==> src/rtl/wb_cmd_master.sv <==
// Single-outstanding command-port to pipelined Wishbone master.
// Optional per-transaction timeout is enabled by defining WB_CMD_MASTER_TIMEOUT_EN.
module wb_cmd_master #(
  parameter int ADDR_WIDTH = 32,
  parameter int TIMEOUT    = 255
) (
  input  logic                  clk_i,
  input  logic                  rst_n_i,
  input  logic                  cmd_valid_i,
  output logic                  cmd_ready_o,
  input  logic                  cmd_we_i,
  input  logic [ADDR_WIDTH-1:0] cmd_adr_i,
  input  logic [31:0]           cmd_dat_i,
  input  logic [3:0]            cmd_sel_i,
  output logic                  rsp_valid_o,
  input  logic                  rsp_ready_i,
  output logic [31:0]           rsp_dat_o,
  output logic                  rsp_err_o,
  output logic                  rsp_tmo_o,
  output logic                  wb_cyc_o,
  output logic                  wb_stb_o,
  output logic                  wb_we_o,
  output logic [ADDR_WIDTH-1:0] wb_adr_o,
  output logic [3:0]            wb_sel_o,
  output logic [31:0]           wb_dat_o,
  input  logic [31:0]           wb_dat_i,
  input  logic                  wb_ack_i,
  input  logic                  wb_err_i,
  input  logic                  wb_rty_i,
  input  logic                  wb_stall_i
);

  typedef enum logic [1:0] {IDLE, REQ, WAIT, RESP} state_t;

  state_t state;
  logic   term;
  logic   done;
  logic   expire;

  assign term = wb_ack_i | wb_err_i | wb_rty_i;
  // A termination in REQ only counts once the strobe is accepted (no stall).
  assign done = ((state == REQ) && !wb_stall_i && term) || ((state == WAIT) && term);

  // Supported TIMEOUT range is 2..65535 (16-bit counter).
  if (TIMEOUT < 2 || TIMEOUT > 65535) begin : g_timeout_out_of_range
  end

`ifdef WB_CMD_MASTER_TIMEOUT_EN
  logic [15:0] tmo_cnt;

  assign expire = (tmo_cnt + 16'd1) == 16'(TIMEOUT);

  always_ff @(posedge clk_i) begin
    if (!rst_n_i) begin
      tmo_cnt   <= '0;
      rsp_tmo_o <= 1'b0;
    end else begin
      if (state == IDLE)
        tmo_cnt <= '0;
      else if (state == REQ || state == WAIT)
        tmo_cnt <= tmo_cnt + 16'd1;
      if (done)
        rsp_tmo_o <= 1'b0;
      else if ((state == REQ || state == WAIT) && expire)
        rsp_tmo_o <= 1'b1;
    end
  end
`else
  assign expire    = 1'b0;
  assign rsp_tmo_o = 1'b0;
`endif

  always_ff @(posedge clk_i) begin
    if (!rst_n_i) begin
      state       <= IDLE;
      cmd_ready_o <= 1'b1;
      wb_cyc_o    <= 1'b0;
      wb_stb_o    <= 1'b0;
      wb_we_o     <= 1'b0;
      wb_adr_o    <= '0;
      wb_sel_o    <= '0;
      wb_dat_o    <= '0;
      rsp_valid_o <= 1'b0;
      rsp_dat_o   <= '0;
      rsp_err_o   <= 1'b0;
    end else begin
      case (state)
        IDLE: begin
          if (cmd_valid_i && cmd_ready_o) begin
            state       <= REQ;
            cmd_ready_o <= 1'b0;
            wb_cyc_o    <= 1'b1;
            wb_stb_o    <= 1'b1;
            wb_we_o     <= cmd_we_i;
            wb_adr_o    <= cmd_adr_i;
            wb_sel_o    <= cmd_sel_i;
            wb_dat_o    <= cmd_dat_i;
          end
        end
        REQ, WAIT: begin
          if (done) begin
            state       <= RESP;
            wb_cyc_o    <= 1'b0;
            wb_stb_o    <= 1'b0;
            rsp_valid_o <= 1'b1;
            rsp_dat_o   <= wb_we_o ? 32'd0 : wb_dat_i;
            rsp_err_o   <= wb_err_i | wb_rty_i;
          end else if (expire) begin
            state       <= RESP;
            wb_cyc_o    <= 1'b0;
            wb_stb_o    <= 1'b0;
            rsp_valid_o <= 1'b1;
            rsp_dat_o   <= 32'd0;
            rsp_err_o   <= 1'b1;
          end else if (state == REQ && !wb_stall_i) begin
            state    <= WAIT;
            wb_stb_o <= 1'b0;
          end
        end
        RESP: begin
          if (rsp_ready_i) begin
            state       <= IDLE;
            rsp_valid_o <= 1'b0;
            cmd_ready_o <= 1'b1;
          end
        end
        default: state <= IDLE;
      endcase
    end
  end

endmodule

==> config.mk <==
export PLATFORM = sky130hd
export DESIGN_NAME = wb_cmd_master
export DESIGN_NICKNAME = d
export VERILOG_FILES = /design/src/rtl/wb_cmd_master.sv
export SDC_FILE = /design/constraint.sdc
export NUM_CORES = 1
export LEC_CHECK = 0
export ABC_CLOCK_PERIOD_IN_PS = 2400
export BUFFER_PORTS_ARGS = -buffer_cell sky130_fd_sc_hd__clkbuf_2
export CORE_MARGIN = 4
export CORE_UTILIZATION = 48
export CTS_BUF_LIST = sky130_fd_sc_hd__clkbuf_8
export DETAILED_ROUTE_END_ITERATION = 8
export PLACE_DENSITY = 0.83
export SLEW_MARGIN = 5
export SYNTH_ARGS = -nofsm -noshare
export SYNTH_HDL_FRONTEND = slang
export SYNTH_SLANG_ARGS = --single-unit
==> constraint.sdc <==
create_clock -name clk_i -period 2.4 [get_ports clk_i]
set_clock_uncertainty 0.2 [all_clocks]
set_input_delay 0.6 -clock clk_i [delete_from_list [all_inputs] [get_ports clk_i]]
set_output_delay 0.6 -clock clk_i [all_outputs]
set_load 0.005 [all_outputs]
# --- Yosys cells after proc, flatten, opt, wreduce, memory -nomap -nowiden ---
# Index checks and enable logic that the tools add are counted.
classes:
  bitwise: 3
  n_reduce_logical: 18
  n_mux: 18
  eq_ne: 7
op_table:
  columns: ["cell", "count"]
  rows:
  - ["32-bit two-way mux", 1]
  - ["3-bit AND reduction", 5]
  - ["1-bit two-way mux", 8]
  - ["2-bit two-way mux", 4]
  - ["1-bit case mux with 2 select lines", 4]
  - ["2-bit != test, second input constant", 3]
  - ["2-bit case mux with 3 select lines", 1]
  - ["2-bit nonzero test", 3]
  - ["2-bit equality test, second input constant", 2]
  - ["1-bit logical AND", 4]
  - ["2-bit AND reduction", 2]
  - ["3-bit != test, second input constant", 1]
  - ["1-bit bitwise OR", 3]
  - ["2-bit by 1-bit equality test with 1-bit output, second input constant", 1]
  - ["2-bit zero test", 1]
  - ["2-bit OR reduction", 1]
  - ["1-bit zero test", 1]
  - ["1-bit logical OR", 1]
word_totals:
  elab_cells: 57
  register_bits: 108

# --- Longest topological paths before layout ---
depth:
  depth_word: 6
  depth_mapped: 7

# --- Least setup slack after synthesis ---
# Ideal clock, no wire load.
synth_timing:
  path_kind: "input-to-reg"
  start: "in wb_err_i"
  end: "reg rsp_dat_o[0]"
  arrival_time_ns: 1.447
  n_path_buf: 1
  t_required_ns: 2.082
  cell_stages: 5
  setup_slack_ns: 0.635
  setup_time_ns: 0.118
  path_cell_list: "or3_4 -> o211a_4 -> buf_6 -> nand3b_1 -> a21boi_2"
synth_between:
  elab_chain_len: 5
  elab_cells_between_ends: 6
synth_lines:
  columns: ["element", "line_no", "source"]
  rows:
  - ["start: declaration", "28", "input logic wb_err_i,"]
  - ["1-bit bitwise OR (*) (2 in series)", "40", "assign term = wb_ack_i | wb_err_i | wb_rty_i;"]
  - ["1-bit logical AND", "42", "assign done = ((state == REQ) && !wb_stall_i && term) || ((state == WAIT) && term);"]
  - ["1-bit logical OR (*)", "42", null]
  - ["2-bit AND reduction (no source line) (*)", null, null]
  - ["end signal: assignment", "106", "rsp_dat_o <= wb_we_o ? 32'd0 : wb_dat_i;"]
  - ["end: declaration", "17", "output logic [31:0] rsp_dat_o,"]
# Mark *: on every way between the ends. The rest lies on a longest branch, timed or not.
# A chain may end at the register's enable or synchronous reset.

# --- Worst setup path in the final report ---
layout_timing:
  start: "reg state[0]"
  end: "reg rsp_dat_o[9]"
layout_between:
  elab_chain_len: 5
  elab_cells_between_ends: 8
layout_lines:
  columns: ["element", "line_no", "source"]
  rows:
  - ["start: declaration", "35", "state_t state;"]
  - ["start signal: assignment", "75", "state <= IDLE;"]
  - ["start signal: assignment", "90", "state <= REQ;"]
  - ["start signal: assignment", "102", "state <= RESP;"]
  - ["2-bit by 1-bit equality test with 1-bit output", "42, 87", null]
  - ["1-bit logical AND (2 in series)", "42", null]
  - ["1-bit logical OR", "42", null]
  - ["2-bit AND reduction (no source line) (*)", null, null]
# Marked as above.

==> flow_metrics.env <==
export IMPL_status="finished clean"
export IMPL_track_usage_pct=20.1
export IMPL_preCtsSetupSlack_ns=0.376
export IMPL_clk_latency_ns=0.34
export IMPL_cap_violations=0
export IMPL_r2r_start="state[0]"
export IMPL_synth_warnings=0
export IMPL_synthMuxAreaShare_pct=0
export IMPL_cts_buffers=9
export IMPL_cpPeakStageDelay_ns=0.48
export IMPL_synth_top_family_by_area="compound AO/OA/AOI/OAI gates"
export IMPL_synth_compound_area_share_pct=22.5
export IMPL_vias=3928
export IMPL_tns_ns=0
export IMPL_syn_area_um2=4420
export IMPL_synth_adder_area_share_pct=1.13
export IMPL_core_um2=8850
export IMPL_cts_resized=0
export IMPL_synthesis_nets=609
export IMPL_routed_wl_um=11200
export IMPL_io_buffers=214
export IMPL_min_period_over_period_pct=85.7
export IMPL_root_buffer="clkbuf_8"
export IMPL_start_util_pct=49.9
export IMPL_fmaxAchievable_ghz=0.486
export IMPL_power_leakage_nw=2.50
export IMPL_final_setup_worst_slack_ns=0.343
export IMPL_ys_types=31
export IMPL_r2r_slack_ns=0.34
export IMPL_synth_largest_area_cell="dfxtp_1"
export IMPL_die_y_um=104
export IMPL_cts_clk_slew_worst_paths_ns=0.10
export IMPL_wl_per_cell_um=14.0
export IMPL_antenna_found_initial=0
export IMPL_worstSetupEndpointType="flop"
export IMPL_ys_seq_elements=108
export IMPL_grt_max_degree=71
export IMPL_ys_seq_area_share_pct=49.0
export IMPL_viasPerCell=4.89
export IMPL_reg2reg_to="rsp_dat_o[9]"
export IMPL_setup_viol=0
export IMPL_cp_endpoint="rsp_dat_o[9]"
export IMPL_cts_hold_buf=0
export IMPL_min_path_type="reg2reg"
export IMPL_synth_xor_area_share_pct=0
export IMPL_startpoint_type="flop"
export IMPL_vdd_drop_max_uv=411
export IMPL_rows=34
export IMPL_synth_top_cell_area_share_pct=49.0
export IMPL_cp_required_ns=2.48
export IMPL_rsz0062_at_grt="no"
export IMPL_startpoint="state[0]"
export IMPL_clockBufferDepth=2
export IMPL_synthCells=496
export IMPL_critPathKind="reg2reg"
export IMPL_critPathMaxFanout=33
export IMPL_p_per_area_nw_per_um2=772
export IMPL_stdcell_area_um2=5670
export IMPL_cts_setup_buffers=0
export IMPL_design_portCount=216
export IMPL_hp_start="rsp_dat_o[21]"
export IMPL_antenna_cells=0
export IMPL_clock_sinks=108
export IMPL_dieArea_um2=10800
export IMPL_first_pass_iters=4
export IMPL_initialDrtViolationCount=136
export IMPL_path_cells="inv_1, ha_1, o211a_4, nand3b_1, a21boi_2"
export IMPL_die_w_um=104
export IMPL_finalCriticalPeriod_ns=2.06
export IMPL_grt_pass1_vias=3917
export IMPL_reg2reg_depth=5
export IMPL_maxSlewViolCount=0
export IMPL_finish_net_count=803
export IMPL_grt_pass1_wl_um=18500
export IMPL_hold_viol=0
export IMPL_crit_arrival_ns=2.14
export IMPL_layout_drive_gt1_share_pct=37.8
export IMPL_area_delta_synth_final_pct=28.4
export IMPL_dpl_cell_area_um2=5490
export IMPL_nFillCells=753
export IMPL_synth_area_per_cell_um2=8.90
export IMPL_h_tree_depth=3
export IMPL_synth_area_leaders="dfxtp_1 49%, nand2_1 15%, a21boi_0 12%"
export IMPL_cts_tree="built"
export IMPL_slowest_stage="ha_1"
export IMPL_yosys_area_share_simple_pct=21.9
export IMPL_drc=0
export IMPL_grt_ovfl_total=0
export IMPL_hpwlAfterDp_um=8270
export IMPL_gp_congestion=0.789
export IMPL_final_antenna_net_count=0
-- how the worst min path moves through the flow --
stage,end,cells after the start,slack (ns)
floorplan,rsp_dat_o[27],2,0.25
global placement,rsp_dat_o[23],2,0.24
detailed placement,rsp_dat_o[19],2,0.25
CTS,wb_dat_o[1],3,0.25
global route,wb_dat_o[14],3,0.26
finish,rsp_dat_o[21],2,0.26
-- critical path, delay by kind of cell (launching register included) --
kind            cells  cell delay, ns
fa+ha+maj           1            0.48
simple gates        1            0.16
buf+inv             1            0.10
compound gates      2            0.62
flops               1            0.42
-- cell usage after synthesis --
cell type / n
and3_1: 1
nand3b_1: 32
a31oi_1: 1
ha_1: 4
o21a_1: 1
buf_8: 3
nand2b_1: 4
o21ai_0: 6
o211ai_4: 1
o211a_4: 1
dfxtp_1: 108
and2b_1: 1
buf_2: 10
buf_4: 1
a21boi_1: 9
inv_1: 6
a21boi_0: 73
o31ai_1: 1
nand3_1: 2
or3_4: 1
nand2_1: 172
o221a_2: 1
a21oi_1: 6
clkbuf_1: 21
buf_6: 3
nor2_1: 2
nor3_1: 1
a21boi_2: 21
o311a_2: 1
conb_1: 1
and3b_1: 1
-- sequential cells by signal, indices dropped and copies added (netlist names) --
name and count:
cmd_ready_o 1, rsp_dat_o 32, rsp_err_o 1, rsp_valid_o 1
state 2, wb_adr_o 32, wb_cyc_o 1, wb_dat_o 32
wb_sel_o 4, wb_stb_o 1, wb_we_o 1
-- metrics by stage --
| step | power, mW | cells | utilization (%) | hold slack [ns] |
|---|---|---|---|---|
| floorplan | 2.94 | 496 | - | 0.247 |
| global placement | 3.36 | 787 | 62.0 | 0.241 |
| detailed placement | 3.42 | 787 | 62.0 | 0.251 |
| CTS | 4.43 | 803 | 64.1 | 0.249 |
| global route | 4.67 | 803 | 64.1 | 0.257 |
| finish | 4.38 | 803 | 64.1 | 0.260 |
-- placed cells by master (no fill, tap or decap), drive strengths merged --
master | netlist | final
a21oi | 6 | 6
ha | 4 | 4
a31oi | 1 | 1
nor2 | 2 | 2
a21boi | 103 | 103
o21ai | 6 | 6
nand3 | 2 | 2
o31ai | 1 | 1
and3b | 1 | 1
dfxtp | 108 | 108
nand2b | 4 | 4
o211ai | 1 | 1
and2b | 1 | 1
o21a | 1 | 1
clkinvlp | 0 | 1
conb | 1 | 1
clkbuf | 21 | 224
or3 | 1 | 1
o311a | 1 | 1
o221a | 1 | 1
nand3b | 32 | 32
clkinv | 0 | 2
buf | 17 | 7
and3 | 1 | 1
nor3 | 1 | 1
o211a | 1 | 1
nand2 | 172 | 172
inv | 6 | 9
-- where the power goes --
group | switching, mW | internal, mW
clock | 0.597 | 0.407
sequential | 0.133 | 2.03
combinational | 0.691 | 0.520
total | 1.42 | 2.95
-- metal layers --
layer  up-vias  wire length, um  global-route usage (%)
met1      1731             4690                    24.4
met3        14              948                    6.02
met2       163             5400                    34.3
li1       2020                -                       -
met4         0              165                    6.36
met5         -                0                       0
-- kinds of logic after synthesis --
kind of cell,count (synthesis)
AO/OA/AOI/OAI,122
adder cells (fa/ha/maj),4
buffers and inverters,44
flip-flops,108
other,1
AND/OR/NAND/NOR,217
-- cell type report --
cell class	count	area (um2)	area share, %
sequential	108	2160	38.1
clock inverter	6	41.3	0.728
multi-input combinational	344	2020	35.7
timing repair buffer	221	1150	20.3
inverter	6	22.5	0.397
clock buffer	10	138	2.43
tap	108	135	2.38
(Power assumes the default switching activity.)
